## config.mk

```make
export PLATFORM = sky130hd
export DESIGN_NAME = dbg_mem_loader
export DESIGN_NICKNAME = d
export VERILOG_FILES = /design/src/rtl/dbg_mem_loader.sv
export SDC_FILE = /design/constraint.sdc
export NUM_CORES = 1
export LEC_CHECK = 0
export BUFFER_PORTS_ARGS = -buffer_cell sky130_fd_sc_hd__buf_2
export CORE_AREA = 5 5 142 144
export CTS_BUF_LIST = sky130_fd_sc_hd__clkbuf_2 sky130_fd_sc_hd__clkbuf_4 sky130_fd_sc_hd__clkbuf_8
export CTS_CLUSTER_SIZE = 14
export DETAILED_ROUTE_END_ITERATION = 6
export DIE_AREA = 0 0 147 149
export GPL_ROUTABILITY_DRIVEN = 0
export PLACE_DENSITY_LB_ADDON = 0.08
export REMOVE_ABC_BUFFERS = 1
export SETUP_SLACK_MARGIN = 0.15
export SKIP_CTS_REPAIR_TIMING = 1
export SLEW_MARGIN = 0
export SYNTH_ARGS = -nofsm -noshare
export SYNTH_HDL_FRONTEND = slang
export SYNTH_SLANG_ARGS = --single-unit
```

## constraint.sdc

```tcl
create_clock -name clk -period 3 [get_ports clk]
set_input_delay 0.15 -clock clk [delete_from_list [all_inputs] [get_ports clk]]
set_output_delay 0.15 -clock clk [all_outputs]
set_load 0.005 [all_outputs]
```

## src/rtl/dbg_mem_loader.sv

```systemverilog
// Debug-port program loader: packs a byte stream into little-endian words and writes
// or verifies them through the CPU debug memory port while the CPU is held in reset.
module dbg_mem_loader #(
  parameter int DATA_W   = 32,
  parameter int ADDR_W   = 32,
  parameter int LEN_W    = 16,
  parameter bit AUTO_RUN = 1'b1
) (
  input  logic                clk,
  input  logic                reset,
  input  logic                start,
  input  logic [ADDR_W-1:0]   start_adr,
  input  logic [LEN_W-1:0]    start_len,
  input  logic                start_mode,
  input  logic                run,
  input  logic [7:0]          s_data,
  input  logic                s_valid,
  output logic                s_ready,
  output logic                dbg_mem_op,
  output logic [DATA_W/8-1:0] dbg_wren,
  output logic [ADDR_W-1:0]   dbg_adr,
  output logic [DATA_W-1:0]   dbg_do,
  input  logic [DATA_W-1:0]   dbg_di,
  input  logic                dbg_ready,
  output logic                cpu_n_reset,
  output logic                busy,
  output logic                done,
  output logic                err,
  output logic [ADDR_W-1:0]   err_adr,
  output logic [2:0]          fsm_state
);
  localparam int NB     = DATA_W / 8;
  localparam int LANE_W = (NB > 1) ? $clog2(NB) : 1;

  // Handshakes: a stream byte transfers on a rising edge with s_valid && s_ready.
  // A debug access holds dbg_mem_op/dbg_adr/dbg_wren/dbg_do stable until the edge
  // where dbg_ready is high; that edge completes it and, for reads, captures dbg_di.
  typedef enum logic [2:0] {
    HOLD    = 3'd0,
    IDLE    = 3'd1,
    COLLECT = 3'd2,
    ACCESS  = 3'd3,
    CHECK   = 3'd4,
    FINISH  = 3'd5
  } state_e;

  state_e            state_q;
  logic [ADDR_W-1:0] adr_q;
  logic [LEN_W-1:0]  rem_q;
  logic              mode_q;
  logic [LANE_W-1:0] lane_q;
  logic [NB-1:0]     mask_q, mask_d;
  logic [DATA_W-1:0] word_q, word_d, rdata_q;
  logic              accept, last_byte, mismatch, advance;

  assign fsm_state = state_q;
  assign accept    = s_valid && s_ready;
  assign last_byte = (lane_q == LANE_W'(NB - 1)) || (rem_q == LEN_W'(1));
  assign advance   = (state_q == ACCESS && dbg_ready && !mode_q) ||
                     (state_q == CHECK && !mismatch);

  always_comb begin
    word_d = word_q;
    mask_d = mask_q;
    word_d[{lane_q, 3'b000} +: 8] = s_data;
    mask_d[lane_q] = 1'b1;
  end

  // Only lanes that carried stream bytes take part in the verify comparison.
  always_comb begin
    mismatch = 1'b0;
    for (int i = 0; i < NB; i++) begin
      if (mask_q[i] && (rdata_q[i*8 +: 8] != word_q[i*8 +: 8])) mismatch = 1'b1;
    end
  end

  always_ff @(posedge clk) begin
    if (reset) begin
      state_q     <= HOLD;
      adr_q       <= '0;
      rem_q       <= '0;
      mode_q      <= 1'b0;
      lane_q      <= '0;
      mask_q      <= '0;
      word_q      <= '0;
      rdata_q     <= '0;
      s_ready     <= 1'b0;
      dbg_mem_op  <= 1'b0;
      dbg_wren    <= '0;
      dbg_adr     <= '0;
      dbg_do      <= '0;
      cpu_n_reset <= 1'b0;
      busy        <= 1'b0;
      done        <= 1'b0;
      err         <= 1'b0;
      err_adr     <= '0;
    end else begin
      case (state_q)
        HOLD, IDLE: begin
          if (start) begin
            adr_q       <= start_adr & ~ADDR_W'(NB - 1);
            rem_q       <= start_len;
            mode_q      <= start_mode;
            lane_q      <= '0;
            mask_q      <= '0;
            word_q      <= '0;
            err         <= 1'b0;
            cpu_n_reset <= 1'b0;
            if (start_len != '0) begin
              state_q <= COLLECT;
              s_ready <= 1'b1;
              busy    <= 1'b1;
            end else begin
              state_q <= FINISH;
              done    <= 1'b1;
            end
          end else if (run && state_q == HOLD) begin
            state_q     <= IDLE;
            cpu_n_reset <= 1'b1;
          end
        end
        COLLECT: begin
          if (accept) begin
            word_q <= word_d;
            mask_q <= mask_d;
            rem_q  <= rem_q - LEN_W'(1);
            lane_q <= lane_q + LANE_W'(1);
            if (last_byte) begin
              state_q    <= ACCESS;
              s_ready    <= 1'b0;
              dbg_mem_op <= 1'b1;
              dbg_adr    <= adr_q;
              dbg_wren   <= mode_q ? '0 : mask_d;
              dbg_do     <= mode_q ? '0 : word_d;
            end
          end
        end
        ACCESS: begin
          if (dbg_ready) begin
            dbg_mem_op <= 1'b0;
            dbg_wren   <= '0;
            if (mode_q) begin
              rdata_q <= dbg_di;
              state_q <= CHECK;
            end
          end
        end
        CHECK: begin
          if (mismatch) begin
            err     <= 1'b1;
            err_adr <= adr_q;
            busy    <= 1'b0;
            done    <= 1'b1;
            state_q <= FINISH;
          end
        end
        FINISH: begin
          done <= 1'b0;
          if (AUTO_RUN && !mode_q && !err) begin
            state_q     <= IDLE;
            cpu_n_reset <= 1'b1;
          end else begin
            state_q <= HOLD;
          end
        end
        default: state_q <= HOLD;
      endcase

      // Word completed (written, or verified clean): step to the next word.
      if (advance) begin
        adr_q  <= adr_q + ADDR_W'(NB);
        lane_q <= '0;
        mask_q <= '0;
        word_q <= '0;
        if (rem_q != '0) begin
          state_q <= COLLECT;
          s_ready <= 1'b1;
        end else begin
          state_q <= FINISH;
          busy    <= 1'b0;
          done    <= 1'b1;
        end
      end
    end
  end
endmodule

```

Word level (Yosys, flattened, before mapping). Cells that the tools add are included.

Output and inout bits: 109. Flip-flop bits (word level): 228.

Bitwise logic cells: 1. Equal/unequal tests: 24. Shift-type cells: 2. $add $sub $neg: 4. $lt $le $gt $ge: 2. Multiplexer cells: 70. Reduce and logical (&&, ||, !) cells: 37.

Operators by type and width (number): 32-bit 2-to-1 mux (6); 32-bit case mux with 2 select lines (1); 32-bit by 3-bit adder with 32-bit output (second input constant) (1); 32-bit bitwise mux (1); 16-bit 2-to-1 mux (2); 8-bit != test (4); 16-bit case mux with 2 select lines (1); 16-bit nonzero test (2); 8-bit by 7-bit variable shift with 32-bit output (first input constant) (1); 8-bit by 7-bit variable part select with 32-bit output (1); 1-bit 2-to-1 mux (30); 3-bit 2-to-1 mux (10); 4-bit 2-to-1 mux (6); 3-bit != test (second input constant) (6); 16-bit by 1-bit equality test with 1-bit output (second input constant) (1); 4-bit case mux with 2 select lines (2); 16-bit by 1-bit subtractor with 16-bit output (second input constant) (1); 3-bit case mux with 5 select lines (1); 3-bit AND reduction (5); 2-bit != test (second input constant) (6); 2-bit nonzero test (6); 1-bit logical AND (11); 1-bit case mux with 2 select lines (5); 5-bit negation with 7-bit output (1); 20 further kinds (29).

Depth between registers and ports, before layout. Gate-level depths: netlist of run 1.

Depth in word-level cells: 11. Mapped depth: 10. Depth with buffers taken out: 8.

Worst setup path after synthesis of run 1. No wires, ideal clock.

Kind: reg2reg. Start: register lane_q[0]. End: register dbg_do[24]. Library setup time: 0.065 ns. Slack: 0.806 ns. Buffers on the path: 0. Period minus slack after synthesis: 2.194 ns. Data required time: 2.935 ns. Stages on the path, launching flop included: 8. Data arrival time: 2.129 ns. Path through: dfxtp_1 -> inv_1 -> ha_1 -> nor4b_1 -> a21oi_1 -> nor3_1 -> a21oi_1 -> nor2_1.

Word-level cells in the longest chain between the ends: 4. Elaborated cells on any way between the ends: 8.

RTL lines: start: declaration (line 51) `logic [LANE_W-1:0] lane_q;`; start signal: assignment (line 127) `lane_q <= lane_q + LANE_W'(1);`; 5-bit negation with 7-bit output (line 65) `word_d[{lane_q, 3'b000} +: 8] = s_data;`; 8-bit by 7-bit variable part select with 32-bit output / 8-bit by 7-bit variable shift with 32-bit output (equally long branches) (line 65); 32-bit bitwise mux (line 65); 32-bit 2-to-1 mux (line 134) `dbg_do <= mode_q ? '0 : word_d;`; end signal: assignment (line 134); end: declaration (line 22) `output logic [DATA_W-1:0] dbg_do,`.

Parallel ways exist; a longest one is shown, timed or not. A chain may end at the register's enable or synchronous reset.

Worst setup path after layout of run 1.
Start: register word_q[11]. End: register adr_q[20].

Word-level cells in the longest chain between the ends: 10. Elaborated cells on any way between the ends: 12.

RTL lines: start: declaration (line 53) `logic [DATA_W-1:0] word_q, word_d, rdata_q;`; start signal: assignment (line 124) `word_q <= word_d;`; 8-bit != test * (line 73) `if (mask_q[i] && (rdata_q[i*8 +: 8] != word_q[i*8 +: 8])) mismatch = 1'b1;`; 1-bit logical AND * (line 73); 1-bit 2-to-1 mux * (3 in series) (line 73); 1-bit logical NOT * (line 60) `(state_q == CHECK && !mismatch);`; 1-bit logical AND * (line 60); 1-bit logical OR * (line 59) `assign advance = (state_q == ACCESS && dbg_ready && !mode_q) ||`; 2-bit nonzero test (no line); 2-bit AND reduction (no line); end signal: assignment (line 101) `adr_q <= start_adr & ~ADDR_W'(NB - 1);`; end signal: assignment (line 171) `adr_q <= adr_q + ADDR_W'(NB);`; end: declaration (line 48) `logic [ADDR_W-1:0] adr_q;`.

Mark *: on every way between the ends. The rest lies on a longest branch, timed or not.

==> impl_metrics.json, run 1 <==
{
  "outcome": "finished, violations left",
  "violations": "negative hold slack",
  "synth_warnings": 0,
  "cp_slowest_cell": "or4_1",
  "synthTopCellsByArea": "dfxtp_1, a21oi_1, nand2_1, nor2_1, a31oi_1",
  "grt_usage_pct": 24.8,
  "synth_cells": 1290,
  "coreArea_um2": 18600,
  "critPathArrivalTime_ns": 2.99,
  "post_synth.cell_area_avg_um2": 7.87,
  "top_usage_layer": "met2",
  "start_util_pct": 54.6,
  "tritoncts": "yes",
  "async_flop_share_pct": 0,
  "rsz0062_at_grt": "no",
  "dp.cells": 1658,
  "relSlewSlack_pct": 31.6,
  "end_kind": "flop",
  "nNetsFinal": 1625,
  "cts_buffers": 39,
  "synth_cell_types": 59,
  "dpl_cell_area_um2": 11300,
  "rows": 50,
  "drt-initial-drc-count": 568,
  "final_cell_mix": "dfxtp_1, buf_2, nand2_1",
  "max_freq_mhz": 389,
  "path_cells": "xnor2_1, nand4_1, o21ai_0, and4_1, a21boi_2, buf_4, or4_1, a31oi_1",
  "num_io_pins": 204,
  "synth_edf_count": 0,
  "dieArea_um2": 21900,
  "crit_path_start_kind": "flop",
  "grt_antenna_before_repair": 2,
  "setup_tns_ns": 0,
  "num_vias": 9997,
  "ir_drop_v": 0.000335,
  "p_leak_nw": 4.92,
  "clock-skew-final_ns": 0.0309,
  "cp.depth": 8,
  "finalInstanceArea_um2": 12600,
  "root_buffer": "clkbuf_8",
  "drt-total-wl_mm": 29.4,
  "critPathMaxFanout": 17,
  "p_total_mw": 7.93,
  "die_y_um": 149,
  "hp-class": "input port to flop",
  "antenna_left": 0,
  "fin_crit_sh_pct": 85.8,
  "holdPathStages": 3,
  "clkTransAtPathRegs_ns": 0.06,
  "clock_sinks": 222,
  "yosys.area.top_type": "dfxtp_1",
  "drt_pass1_iterations": 7,
  "fin_crit_ns": 2.57,
  "clock_latency_ns": 0.52,
  "synth_area_um2": 10100,
  "critical_path_class": "flop to flop",
  "yosys.area.top_type_share_pct": 43.8,
  "worstPathRequired_ns": 3.42,
  "powerDensity_nw_per_um2": 632,
  "grt_use_met3_pct": 4.16,
  "floorplan.die.width_um": 147,
  "grt_pass1_vias": 9180,
  "setup-violations-final": 0,
  "setup_ws_ns": 0.427,
  "ys_seq_elements": 222,
  "slew_violations": 0,
  "cap_viol_max_count": 0,
  "critical_path.max_stage_delay_ns": 0.51,
  "tightest_slew_ns": 1.02,
  "clockBufferDepth": 3,
  "drive_above_1_share_pct": 20.4,
  "htreeDepth": 2,
  "worst_path_dominant_cell_family": "simple AND/OR/NAND/NOR gates",
  "area_growth_pct": 23.7,
  "r2r_slack_ns": 0.43,
  "overflow": 0,
  "reg2regPathDepth": 8,
  "grt_max_degree": 68,
  "critPathBufInv": 1,
  "port_buffers": 197,
  "use_met1_pct": 31.3,
  "dp_slack_ns": 0.400,
  "holdWs_ns": -0.0292,
  "seq_area_frac_synth_pct": 43.8,
  "final_cell_count_no_fill": 1775,
  "use_met2_pct": 42.9,
  "final_common_cell": "dfxtp_1",
  "final_util_pct": 67.6,
  "finalHoldViolations": 1,
  "synth-main-ff-cell": "dfxtp_1",
  "drc": 0,
  "grt_pass1_wl_mm": 45.4,
  "drt-wirelength-per-cell_um": 16.5,
  "vias_per_cell": 5.63,
  "dp_hpwl_mm": 19.3
}
[cell families after synthesis]
group | share of synthesized area, %
compound gates | 18.5
xor+xnor | 3.02
fa+ha+maj | 1.48
buf+inv | 5.24
flops | 43.8
mux | 3.07
other cells | 0.0369
simple gates | 24.8
[sequential cells by signal, indices dropped and copies added, names as in the netlist, 2 cells and up]
signal     cells
adr_q         30
dbg_adr       30
dbg_do        32
dbg_wren       4
err_adr       30
fsm_state      3
lane_q         2
mask_q         4
rdata_q       32
rem_q         16
word_q        32
[worst reg2reg max path, stage by stage, from the launching register on]
cell,delay (ns)
dfxtp_1,0.33
xnor2_1,0.18
nand4_1,0.14
o21ai_0,0.37
and4_1,0.38
a21boi_2,0.15
buf_4,0.24
or4_1,0.51
a31oi_1,0.17
[final cells by class]
cell class              instances  area [µm²]
clock inverters                 3        15.0
multi-input cells             957        5230
repair buffers                281        1760
clock buffers                  59         743
fillers                      1676        6030
well taps                     234         293
flip-flops and latches        222        4440
diodes                          2        5.00
inverters                      17        63.8
[power by group]
| part | internal [mW] | leakage [nW] | switching, mW | total (mW) |
|---|---|---|---|---|
| Combinational | 0.655 | 2.72 | 1.13 | 1.78 |
| Sequential | 3.15 | 1.80 | 0.265 | 3.42 |
| Clock | 1.56 | 0.407 | 1.17 | 2.73 |
| Total | 5.37 | 4.92 | 2.57 | 7.93 |
[layer usage]
metal  up-vias  wire (µm)
met5         -          7
met4         2        775
met3        69       1850
met2       326      14200
met1      4640      12500
li1       4960          -
[final timing paths]
path / startpoint / to
worst max-delay path: word_q[11] / adr_q[20]
worst min-delay path: start_adr[24] / adr_q[24]
worst max register to register: word_q[11] / adr_q[20]
worst min register to register: dbg_adr[24] / dbg_adr[24]
[Yosys cell counts, types with 2 or more instances]
cell type  number
o22ai_1         7
xnor2_1        34
nor3_1         55
nand3_1        26
a31oi_1        52
o31ai_1         2
and3_1         11
a211oi_1        9
buf_2          17
buf_4           4
nand4_1        16
inv_1          17
a2bb2oi_1       3
nor4_1          7
nand2b_1        2
mux2i_1        30
or4_1           9
o21a_1          4
o311ai_0        6
o21ai_0        33
buf_1           6
o211ai_1        6
clkbuf_1       61
nor2_1        183
or2_2           3
a41oi_1         3
and4_1          2
nand2_1       185
a32oi_1         2
o32ai_1         3
a221oi_1        2
nor2b_1        33
buf_6           9
and2_1          5
nor3_2          6
a22oi_1         9
a311oi_1        4
or3_1           7
ha_1           12
a21oi_1       165
dfxtp_1       222
Note: power is estimated with default switching activity, not from simulation.
==> run 2, diff against run 1 <==
==> constraint.sdc (replaced) <==
create_clock -name clk -period 3.2 [get_ports clk]
set_input_delay 0.16 -clock clk [delete_from_list [all_inputs] [get_ports clk]]
set_output_delay 0.16 -clock clk [all_outputs]
set_load 0.005 [all_outputs]
==> run 2 against run 1 <==
  * The run still ends with negative hold slack left
  * Flip-flop and latch count stayed put
  * Die area stayed put
  * Cell count hardly changed
  * First-iteration DRC count is 19% higher
==> impl_metrics.json, run 2 (synthesized netlist as in run 1, its figures left out) <==
{
  "combinationalPowerShare_pct": 22.8,
  "clock-skew-final_ns": 0.0197,
  "grt_max_degree": 174,
  "cp_slowest_cell": "or4_1",
  "vias_per_cell": 5.64,
  "grt_pass1_vias": 9050,
  "met3RoutedLength_mm": 1.79,
  "clock_sinks": 222,
  "port_buffers": 197,
  "worstPathRequired_ns": 3.64,
  "outcome": "finished, violations left",
  "reg2regPathDepth": 8,
  "reg.largest.list": "dbg_do x32, rdata_q x32, word_q x32",
  "setup_ws_ns": 0.464,
  "final_cell_count_no_fill": 1774,
  "grt_usage_pct": 25.1,
  "grt_pass1_wl_mm": 45.7,
  "holdWs_ns": -0.000283,
  "regArea_um2": 4440,
  "end_kind": "flop",
  "slew_violations": 0,
  "crit_path_start_kind": "flop",
  "drt-wirelength-per-cell_um": 16.7,
  "critPathArrivalTime_ns": 3.18,
  "overflow": 0,
  "clkTransAtPathRegs_ns": 0.06,
  "clockBufferDepth": 3,
  "cts_buffers": 39,
  "critical_path.max_stage_delay_ns": 0.67,
  "num_io_pins": 204,
  "nNetsFinal": 1628,
  "powerDensity_nw_per_um2": 584,
  "dp_slack_ns": 0.475,
  "path_cells": "or4_1, nor3_4, a31oi_1, nand2b_4, buf_4, nor3_1, a31oi_1, nor2_1",
  "critPathMaxFanout": 48,
  "fill_cells": 1641,
  "fin_crit_ns": 2.74,
  "dp_hpwl_mm": 19.0,
  "drc": 0,
  "coreArea_um2": 18600,
  "cap_viol_max_count": 0,
  "p_switching_mw": 2.41,
  "p_clk_share_pct": 33.4,
  "dr_wl_met2_mm": 14.3,
  "start_util_pct": 54.6,
  "clock_latency_ns": 0.52,
  "tritoncts": "yes",
  "grt_antenna_before_repair": 1,
  "floorplan.die.width_um": 147,
  "final_util_pct": 67.6,
  "hp-class": "input port to flop",
  "drt-initial-drc-count": 675,
  "drt-total-wl_mm": 29.6,
  "dieArea_um2": 21900,
  "rows": 50,
  "finalHoldViolations": 1,
  "top_layer": "met5",
  "setup-violations-final": 0,
  "num_vias": 10000,
  "relSlewSlack_pct": 43.7,
  "holdPathStages": 5,
  "tightest_slew_ns": 0.844,
  "ir_drop_v": 0.000371,
  "wl_met1_mm": 12.7,
  "final_common_cell": "dfxtp_1",
  "final_cell_mix": "dfxtp_1, buf_2, nand2_1",
  "htreeDepth": 2,
  "multiInputGateArea_um2": 5230,
  "drive_above_1_share_pct": 19.9,
  "violations": "negative hold slack",
  "dp.cells": 1654,
  "switching_share_pct": 32.8,
  "root_buffer": "clkbuf_8",
  "intPower_mw": 4.93,
  "pwr-share-seq_pct": 43.8,
  "max_freq_mhz": 365,
  "critical_path_class": "flop to flop",
  "die_y_um": 149,
  "drt_pass1_iterations": 5,
  "critPathMostFrequentCell": "a31oi_1",
  "rsz0062_at_grt": "no",
  "antenna_left": 0,
  "p_leak_nw": 4.92,
  "area_growth_pct": 23.8,
  "fin_crit_sh_pct": 85.5
}
-- run 2: cell types whose count changed in the layout (fill, tap and decap cells not counted) --
cell           before  now
dlygate4sd3_1      53   60
clkbuf_8           48   46
clkinv_2            3    6
clkbuf_4           11    6
buf_12              1    3
buf_4              31   25
-- run 2: path summary, 6_finish.rpt --
path | start | slack [ns] | to
max | rem_q[7] | 0.46 | dbg_wren[3]
max reg2reg | rem_q[7] | 0.46 | dbg_wren[3]
min | start_len[11] | -0.0003 | rem_q[11]
min reg2reg | dbg_adr[27] | 0.45 | dbg_adr[27]
-- run 2: critical path, delay by kind of cell (launching register included) --
| family | cells | cell delay, ns |
|---|---|---|
| simple gates | 5 | 1.70 |
| buf+inv | 1 | 0.36 |
| compound gates | 2 | 0.26 |
| flops | 1 | 0.34 |
-- run 2: per-layer routing --
layer / track usage, % / vias up
met5: 0 / -
met4: 8.11 / 2
met3: 4.68 / 58
met2: 42.4 / 325
met1: 32.7 / 4671
li1: - / 4957
-- run 2: power by group through the flow --
stage / sequential (mW) / clock (mW) / combinational [mW]
2_1_floorplan: 3.21 / 0 / 1.03
3_5_place_dp: 3.27 / 0 / 1.60
4_1_cts: 3.21 / 2.51 / 1.61
3_3_place_gp: 3.26 / 0 / 1.57
6_report: 3.22 / 2.45 / 1.67
5_1_grt: 3.25 / 2.64 / 1.85
-- run 2: layout make-up --
class,count,area share (%)
Inverter,17,0.508
Sequential cell,222,35.4
Clock buffer,52,5.40
Tap cell,234,2.33
Timing Repair Buffer,284,14.6
Clock inverter,6,0.239
Antenna cell,2,0.0398
Multi-Input combinational cell,957,41.6
-- run 2: stage by stage --
| step | power (mW) | TNS (ns) | area (µm²) |
|---|---|---|---|
| 2_1_floorplan | 4.24 | -153.62 | 9690 |
| 3_3_place_gp | 4.84 | 0 | 11300 |
| 3_5_place_dp | 4.87 | 0 | 11300 |
| 4_1_cts | 7.33 | 0 | 12000 |
| 5_1_grt | 7.74 | 0 | 12600 |
| 6_report | 7.34 | 0 | 12600 |
